### src/rtl/rack_jtag_tap_if.sv
// JTAG pin bundle plus the USER register parallel capture/update interface.
// The master drives the pins and capture data; the TAP is the slave.
interface rack_jtag_tap_if #(
  parameter int USER_LEN = 32
);
  logic                TCK;
  logic                TMS;
  logic                TDI;
  logic                TDO;
  logic                TDO_OE;
  logic [USER_LEN-1:0] user_capture_data_i;
  logic                user_capture_o;
  logic [USER_LEN-1:0] user_update_data_o;
  logic                user_update_o;

  modport master (
    output TCK, TMS, TDI, user_capture_data_i,
    input  TDO, TDO_OE, user_capture_o, user_update_data_o, user_update_o
  );

  modport slave (
    input  TCK, TMS, TDI, user_capture_data_i,
    output TDO, TDO_OE, user_capture_o, user_update_data_o, user_update_o
  );
endinterface

### src/rtl/rack_jtag_tap.sv
// IEEE 1149.1 TAP responder with TCK/TMS/TDI oversampled in wb_clk.
// Provides IR, BYPASS, IDCODE and a USER DR with parallel capture/update.
//
// state    | enc | meaning
// TLR      |  F  | test-logic-reset, IR forced to IDCODE_INSTR
// RTI      |  C  | run-test/idle
// SEL_DR   |  7  | select DR scan
// CAP_DR   |  6  | load selected DR on next rise
// SH_DR    |  2  | shift selected DR, TDO driven
// EX1_DR   |  1  | exit1 DR
// PAUSE_DR |  3  | pause DR
// EX2_DR   |  0  | exit2 DR
// UPD_DR   |  5  | USER DR published to fabric
// SEL_IR   |  4  | select IR scan
// CAP_IR   |  E  | load IR capture pattern on next rise
// SH_IR    |  A  | shift IR, TDO driven
// EX1_IR   |  9  | exit1 IR
// PAUSE_IR |  B  | pause IR
// EX2_IR   |  8  | exit2 IR
// UPD_IR   |  D  | IR shift register becomes current instruction
module rack_jtag_tap #(
  parameter int                 IR_LEN       = 4,
  parameter int                 USER_LEN     = 32,
  parameter logic [31:0]        IDCODE       = 32'h1A5B_C093,
  parameter logic [IR_LEN-1:0]  IDCODE_INSTR = IR_LEN'(1),
  parameter logic [IR_LEN-1:0]  USER_INSTR   = IR_LEN'(2)
) (
  input  logic              wb_clk,
  input  logic              wb_rst,
  rack_jtag_tap_if.slave    jtag,
  output logic [IR_LEN-1:0] ir_o,
  output logic [3:0]        tap_state_o
);

  typedef enum logic [3:0] {
    EX2_DR   = 4'h0,
    EX1_DR   = 4'h1,
    SH_DR    = 4'h2,
    PAUSE_DR = 4'h3,
    SEL_IR   = 4'h4,
    UPD_DR   = 4'h5,
    CAP_DR   = 4'h6,
    SEL_DR   = 4'h7,
    EX2_IR   = 4'h8,
    EX1_IR   = 4'h9,
    SH_IR    = 4'hA,
    PAUSE_IR = 4'hB,
    RTI      = 4'hC,
    UPD_IR   = 4'hD,
    CAP_IR   = 4'hE,
    TLR      = 4'hF
  } tap_state_e;

  tap_state_e state_q, state_d;

  logic tck_meta_q, tck_sync_q, tck_prev_q;
  logic tms_meta_q, tms_sync_q;
  logic tdi_meta_q, tdi_sync_q;
  logic tck_rise, tck_fall;

  logic [IR_LEN-1:0]   ir_q, ir_d;
  logic [IR_LEN-1:0]   ir_shift_q, ir_shift_d, ir_shifted, ir_capture;
  logic                ir_upd_pend_q, ir_upd_pend_d;
  logic                bypass_q, bypass_d;
  logic [31:0]         idcode_q, idcode_d, idcode_shifted;
  logic [USER_LEN-1:0] user_shift_q, user_shift_d, user_shifted;
  logic [USER_LEN-1:0] user_data_q, user_data_d;
  logic                user_capture_q, user_capture_d;
  logic                user_update_q, user_update_d;
  logic                tdo_q, tdo_d;
  logic                tdo_oe_q, tdo_oe_d;
  logic                sel_idcode, sel_user, dr_lsb;

  assign tck_rise   = tck_sync_q & ~tck_prev_q;
  assign tck_fall   = ~tck_sync_q & tck_prev_q;
  assign sel_idcode = (ir_q == IDCODE_INSTR);
  assign sel_user   = (ir_q == USER_INSTR);

  always_ff @(posedge wb_clk or posedge wb_rst) begin
    if (wb_rst) begin
      state_q <= TLR;
    end else begin
      state_q <= state_d;
    end
  end

  always_comb begin
    state_d = state_q;
    if (tck_rise) begin
      case (state_q)
        TLR:      state_d = tms_sync_q ? TLR      : RTI;
        RTI:      state_d = tms_sync_q ? SEL_DR   : RTI;
        SEL_DR:   state_d = tms_sync_q ? SEL_IR   : CAP_DR;
        CAP_DR:   state_d = tms_sync_q ? EX1_DR   : SH_DR;
        SH_DR:    state_d = tms_sync_q ? EX1_DR   : SH_DR;
        EX1_DR:   state_d = tms_sync_q ? UPD_DR   : PAUSE_DR;
        PAUSE_DR: state_d = tms_sync_q ? EX2_DR   : PAUSE_DR;
        EX2_DR:   state_d = tms_sync_q ? UPD_DR   : SH_DR;
        UPD_DR:   state_d = tms_sync_q ? SEL_DR   : RTI;
        SEL_IR:   state_d = tms_sync_q ? TLR      : CAP_IR;
        CAP_IR:   state_d = tms_sync_q ? EX1_IR   : SH_IR;
        SH_IR:    state_d = tms_sync_q ? EX1_IR   : SH_IR;
        EX1_IR:   state_d = tms_sync_q ? UPD_IR   : PAUSE_IR;
        PAUSE_IR: state_d = tms_sync_q ? EX2_IR   : PAUSE_IR;
        EX2_IR:   state_d = tms_sync_q ? UPD_IR   : SH_IR;
        UPD_IR:   state_d = tms_sync_q ? SEL_DR   : RTI;
        default:  state_d = TLR;
      endcase
    end
  end

  always_comb begin
    ir_shifted                   = ir_shift_q >> 1;
    ir_shifted[IR_LEN-1]         = tdi_sync_q;
    idcode_shifted               = idcode_q >> 1;
    idcode_shifted[31]           = tdi_sync_q;
    user_shifted                 = user_shift_q >> 1;
    user_shifted[USER_LEN-1]     = tdi_sync_q;
    ir_capture                   = '0;
    ir_capture[0]                = 1'b1;

    if (sel_idcode) begin
      dr_lsb = idcode_q[0];
    end else if (sel_user) begin
      dr_lsb = user_shift_q[0];
    end else begin
      dr_lsb = bypass_q;
    end
  end

  always_comb begin
    ir_d           = ir_q;
    ir_shift_d     = ir_shift_q;
    ir_upd_pend_d  = 1'b0;
    bypass_d       = bypass_q;
    idcode_d       = idcode_q;
    user_shift_d   = user_shift_q;
    user_data_d    = user_data_q;
    user_capture_d = 1'b0;
    user_update_d  = 1'b0;
    tdo_d          = tdo_q;
    tdo_oe_d       = tdo_oe_q;

    if (tck_rise) begin
      case (state_q)
        SH_IR: ir_shift_d = ir_shifted;
        SH_DR: begin
          if (sel_idcode) begin
            idcode_d = idcode_shifted;
          end else if (sel_user) begin
            user_shift_d = user_shifted;
          end else begin
            bypass_d = tdi_sync_q;
          end
        end
        CAP_IR: ir_shift_d = ir_capture;
        CAP_DR: begin
          if (sel_idcode) begin
            idcode_d = IDCODE;
          end else if (sel_user) begin
            user_shift_d   = jtag.user_capture_data_i;
            user_capture_d = 1'b1;
          end else begin
            bypass_d = 1'b0;
          end
        end
        default: ;
      endcase

      if (state_d == UPD_IR) begin
        ir_upd_pend_d = 1'b1;
      end
      // Update-DR is only entered from Exit1/Exit2, so the USER shift register is already final here
      if (state_d == UPD_DR && sel_user) begin
        user_data_d   = user_shift_q;
        user_update_d = 1'b1;
      end
    end

    if (ir_upd_pend_q) begin
      ir_d = ir_shift_q;
    end
    if (state_q == TLR) begin
      ir_d = IDCODE_INSTR;
    end

    if (tck_fall) begin
      if (state_q == SH_IR) begin
        tdo_d    = ir_shift_q[0];
        tdo_oe_d = 1'b1;
      end else if (state_q == SH_DR) begin
        tdo_d    = dr_lsb;
        tdo_oe_d = 1'b1;
      end else begin
        tdo_d    = 1'b0;
        tdo_oe_d = 1'b0;
      end
    end
  end

  always_ff @(posedge wb_clk or posedge wb_rst) begin
    if (wb_rst) begin
      tck_meta_q     <= 1'b0;
      tck_sync_q     <= 1'b0;
      tck_prev_q     <= 1'b0;
      tms_meta_q     <= 1'b0;
      tms_sync_q     <= 1'b0;
      tdi_meta_q     <= 1'b0;
      tdi_sync_q     <= 1'b0;
      ir_q           <= IDCODE_INSTR;
      ir_shift_q     <= '0;
      ir_upd_pend_q  <= 1'b0;
      bypass_q       <= 1'b0;
      idcode_q       <= '0;
      user_shift_q   <= '0;
      user_data_q    <= '0;
      user_capture_q <= 1'b0;
      user_update_q  <= 1'b0;
      tdo_q          <= 1'b0;
      tdo_oe_q       <= 1'b0;
    end else begin
      tck_meta_q     <= jtag.TCK;
      tck_sync_q     <= tck_meta_q;
      tck_prev_q     <= tck_sync_q;
      tms_meta_q     <= jtag.TMS;
      tms_sync_q     <= tms_meta_q;
      tdi_meta_q     <= jtag.TDI;
      tdi_sync_q     <= tdi_meta_q;
      ir_q           <= ir_d;
      ir_shift_q     <= ir_shift_d;
      ir_upd_pend_q  <= ir_upd_pend_d;
      bypass_q       <= bypass_d;
      idcode_q       <= idcode_d;
      user_shift_q   <= user_shift_d;
      user_data_q    <= user_data_d;
      user_capture_q <= user_capture_d;
      user_update_q  <= user_update_d;
      tdo_q          <= tdo_d;
      tdo_oe_q       <= tdo_oe_d;
    end
  end

  assign jtag.TDO                = tdo_q;
  assign jtag.TDO_OE             = tdo_oe_q;
  assign jtag.user_capture_o     = user_capture_q;
  assign jtag.user_update_data_o = user_data_q;
  assign jtag.user_update_o      = user_update_q;
  assign ir_o                    = ir_q;
  assign tap_state_o             = state_q;

endmodule

### src/flat_wrapper.sv
// flat-port wrapper written by rule: the top's interface ports become plain ports
module rack_jtag_tap_flat 
#(
  parameter int                 IR_LEN       = 4,
  parameter int                 USER_LEN     = 32,
  parameter logic [31:0]        IDCODE       = 32'h1A5B_C093,
  parameter logic [IR_LEN-1:0]  IDCODE_INSTR = IR_LEN'(1),
  parameter logic [IR_LEN-1:0]  USER_INSTR   = IR_LEN'(2)
)
  (wb_clk, wb_rst, ir_o, tap_state_o, jtag_TCK, jtag_TMS, jtag_TDI, jtag_user_capture_data_i, jtag_TDO, jtag_TDO_OE, jtag_user_capture_o, jtag_user_update_data_o, jtag_user_update_o);
  rack_jtag_tap_if #(.USER_LEN(USER_LEN)) jtag_i ();
  input  logic wb_clk;
  input  logic wb_rst;
  output logic [IR_LEN-1:0] ir_o;
  output logic [3:0] tap_state_o;
  input wire logic [$bits(jtag_i.TCK)-1:0] jtag_TCK;
  input wire logic [$bits(jtag_i.TMS)-1:0] jtag_TMS;
  input wire logic [$bits(jtag_i.TDI)-1:0] jtag_TDI;
  input wire logic [$bits(jtag_i.user_capture_data_i)-1:0] jtag_user_capture_data_i;
  output wire logic [$bits(jtag_i.TDO)-1:0] jtag_TDO;
  output wire logic [$bits(jtag_i.TDO_OE)-1:0] jtag_TDO_OE;
  output wire logic [$bits(jtag_i.user_capture_o)-1:0] jtag_user_capture_o;
  output wire logic [$bits(jtag_i.user_update_data_o)-1:0] jtag_user_update_data_o;
  output wire logic [$bits(jtag_i.user_update_o)-1:0] jtag_user_update_o;
  assign jtag_i.TCK = jtag_TCK;
  assign jtag_i.TMS = jtag_TMS;
  assign jtag_i.TDI = jtag_TDI;
  assign jtag_i.user_capture_data_i = jtag_user_capture_data_i;
  assign jtag_TDO = jtag_i.TDO;
  assign jtag_TDO_OE = jtag_i.TDO_OE;
  assign jtag_user_capture_o = jtag_i.user_capture_o;
  assign jtag_user_update_data_o = jtag_i.user_update_data_o;
  assign jtag_user_update_o = jtag_i.user_update_o;
  rack_jtag_tap #(.IR_LEN(IR_LEN), .USER_LEN(USER_LEN), .IDCODE(IDCODE), .IDCODE_INSTR(IDCODE_INSTR), .USER_INSTR(USER_INSTR)) u_core (.wb_clk(wb_clk), .wb_rst(wb_rst), .jtag(jtag_i), .ir_o(ir_o), .tap_state_o(tap_state_o));
endmodule
### config.mk
export PLATFORM = sky130hd
export DESIGN_NAME = rack_jtag_tap_flat
export DESIGN_NICKNAME = d
export VERILOG_FILES = /design/src/rtl/rack_jtag_tap_if.sv /design/src/rtl/rack_jtag_tap.sv /design/src/flat_wrapper.sv
export SDC_FILE = /design/constraint.sdc
export NUM_CORES = 1
export LEC_CHECK = 0
export ABC_AREA = 1
export CORE_MARGIN = 2
export CORE_UTILIZATION = 50
export DETAILED_ROUTE_END_ITERATION = 16
export PLACE_DENSITY_LB_ADDON = 0.15
export SKIP_LAST_GASP = 1
export SLEW_MARGIN = 25
export SYNTH_ARGS = -nofsm -noshare
export SYNTH_HDL_FRONTEND = slang
export SYNTH_SLANG_ARGS = --single-unit
### constraint.sdc
create_clock -name wb_clk -period 13.15 [get_ports wb_clk]
set_clock_uncertainty 0.05 [all_clocks]
set_input_delay 3.2875 -clock wb_clk [delete_from_list [all_inputs] [get_ports wb_clk]]
set_output_delay 3.2875 -clock wb_clk [all_outputs]
set_load 0.01 [all_outputs]
==> flow_metrics.tcl <==
set metrics [dict create \
    p_leak_nw 2.93 \
    critPathMaxStageDelay_ps 660 \
    routed_wl_um 11200 \
    yosysWarnings 0 \
    maxCapViolCount 0 \
    fin_hold_ws_ps 301 \
    antenna_found_initial 0 \
    grt_pass1_wl_um 19300 \
    ant_nets 0 \
    synth_edf_count 0 \
    hp-start "u_core.tck_meta_q" \
    critPathLaunchType "register" \
    rsz0062_at_grt "false" \
    final_common_cell "nand2_1" \
    synth-main-ff-cell "dfrtp_1" \
    synthDominantCellAreaShare_pct 56.7 \
    clk_latency_ps 510 \
    nNetsFinal 691 \
    clk_pin_slew_worst_paths_ps 60 \
    timing.rr.end "u_core.jtag.user_update_data_o[25]" \
    drv_slew 0 \
    hold_viol_final 0 \
    die_h_um 105 \
    syn_avg_cell_area_um2 8.80 \
    regToRegSetupSlack_ps 10130 \
    dieArea_um2 11100 \
    fp.dieW_um 105 \
    finalCoreUtilization_pct 66.4 \
    cts_resized 0 \
    drc 0 \
    reg2reg_from "u_core.tap_state_o[2]" \
    dp_hpwl_um 6830 \
    syn-num-nets 619 \
    critPathMaxFanout 12 \
    synth_seq_cells 121 \
    p_sw_share_pct 30.7 \
    tritoncts "yes" \
    dp_slack_ps 7980 \
    cts-root-buf "clkbuf_8" \
    clock_power_share_pct 38.6 \
    max_slew_margin_pct 39.0 \
    area_delta_synth_final_pct 27.8 \
    p_int_mw 0.789 \
    grt_max_degree 63 \
    portBuffers 80 \
    placed_cell_area_um2 5980 \
    start_util_pct 51.9 \
    p_sw_mw 0.349 \
    io_pins 81 \
    crit_chain "clkdlybuf4s50_1" \
    p_per_area_nw_per_um2 174 \
    cts_buffers 17 \
    syn_inst 582 \
    post-cts-setup-buffers 0 \
    crit_slowest_cell "dfstp_2" \
    ys_top_cells_by_area "dfrtp_1 57%, nand2_1 11%, a21oi_1 7.7%, nand3_1 4.3%, nor2_1 4.2%" \
    timing_worst_setup_path_type "register to output port" \
    required_ps 9810 \
    dp.cells 768 \
    fin_crit_sh_pct 38.6 \
    cts-htree-levels 4 \
    drtIter0Drc 254 \
    setup_slack_ps 8080 \
    period_needed_ps 5070 \
    worst_path_dominant_cell_family "flip-flops" \
    synthDistinctLibCells 29 \
    diodes 0 \
    endpoint "tap_state_o[2]" \
    crit_buf_inv 1 \
    status "complete, no violations" \
    cts_buffer_depth 2 \
    setup_viol 0 \
    core-area_um2 9860 \
    reg2reg_depth 9 \
    grtUsageTotal_pct 21.5 \
    cp-end-kind "output port" \
    seq_power_share_pct 41.3 \
    finalInstanceArea_um2 6550 \
    combPwrFrac_pct 20.1 \
    min_path_type "register to register" \
    worst_pin_slew_ps 911 \
    via_count 4203 \
    routedWlPerCell_um 14.0 \
    tns_ps 0 \
    num-fill-cells 798 \
    fin_cells 800 \
    cp.depth 1 \
    final_cell_mix "145 x nand2_1, 116 x dfrtp_1, 80 x clkdlybuf4s50_1" \
    grt-ovfl-total 0 \
    layout-drive-gt1-share_pct 9.30 \
    crit_path_start "u_core.tap_state_o[2]" \
    rows 36 \
    ctsHoldBuffers 0 \
    cts_sinks 121 \
    synth_area_um2 5120 \
    drtPass1Iterations 5 \
    cp.arrival_ps 1730 \
    async_flop_share_pct 100 \
    synth_top_area_cell "dfrtp_1" \
    gp_congestion 0.766 \
    power_mw 1.14 \
    grt_pass1_vias 4096 \
    yosysSeqAreaShare_pct 59.2 \
    post_drt_via_cell_ratio 5.25 \
    clock.fmax_mhz 197 \
    ir_drop_uv 90.1 \
]
[cell usage after synthesis, types with 2 or more instances]
cell type	number
dfstp_2	5
nand2_2	5
o31ai_1	8
nand2_1	146
dfrtp_1	116
a21oi_1	79
o21ai_1	5
clkbuf_1	11
a31oi_1	6
nor2_2	4
buf_2	15
nor2_1	58
nand4_1	2
buf_6	3
inv_2	6
o21ai_0	12
nor3_1	15
nand3_1	44
inv_1	32
[worst min path at each step]
stage | end | slack, ps | depth (start not counted)
floorplan | u_core.tck_sync_q | 280 | 0
global placement | u_core.tms_sync_q | 280 | 0
detailed placement | u_core.tck_sync_q | 280 | 0
CTS | u_core.tck_sync_q | 300 | 0
global route | u_core.tdi_sync_q | 310 | 0
finish | u_core.tck_sync_q | 300 | 0
[state kept, by name (all words and copies together), names as in the netlist]
| name | cells |
|---|---|
| u_core.jtag.user_capture_o | 1 |
| u_core.jtag.user_update_data_o | 32 |
| u_core.user_shift_q | 32 |
| u_core.jtag.TDO | 1 |
| u_core.ir_shift_q | 4 |
| u_core.jtag.user_update_o | 1 |
| u_core.tdi_meta_q | 1 |
| u_core.tms_sync_q | 1 |
| u_core.tms_meta_q | 1 |
| u_core.ir_o | 4 |
| u_core.tap_state_o | 4 |
| u_core.idcode_q | 32 |
| u_core.tck_sync_q | 1 |
| u_core.ir_upd_pend_q | 1 |
| u_core.jtag.TDO_OE | 1 |
| u_core.tck_meta_q | 1 |
| u_core.bypass_q | 1 |
| u_core.tdi_sync_q | 1 |
| u_core.tck_prev_q | 1 |
[per-layer routing]
| layer | GRT usage, % | wire length (um) |
|---|---|---|
| met4 | 7.71 | 133 |
| met5 | 0 | 0 |
| met3 | 4.70 | 595 |
| met1 | 29.7 | 5080 |
| met2 | 33.7 | 5370 |
[power by group through the flow]
stage | Clock (mW) | Combinational [mW] | Sequential, mW
2_1_floorplan | 0 | 0.156 | 0.468
3_3_place_gp | 0 | 0.221 | 0.471
3_5_place_dp | 0 | 0.227 | 0.474
4_1_cts | 0.445 | 0.229 | 0.469
5_1_grt | 0.463 | 0.258 | 0.476
6_report | 0.439 | 0.228 | 0.470
[cells by family (layout without fill, tap and decap cells)]
group,count (synthesis),count (layout),share of synthesized area (%)
compound gates,113,113,11.7
flops,121,121,59.2
buf+inv,69,154,5.93
simple gates,279,279,23.1
[area by class of cell]
| class | count | area, um2 | area share, % |
|---|---|---|---|
| tap | 133 | 166 | 2.54 |
| timing repair buffer | 84 | 831 | 12.7 |
| multi-input combinational | 392 | 1800 | 27.5 |
| clock buffer | 20 | 445 | 6.80 |
| clock inverter | 12 | 125 | 1.91 |
| inverter | 38 | 145 | 2.22 |
| sequential | 121 | 3030 | 46.3 |
(Power assumes the default switching activity.)
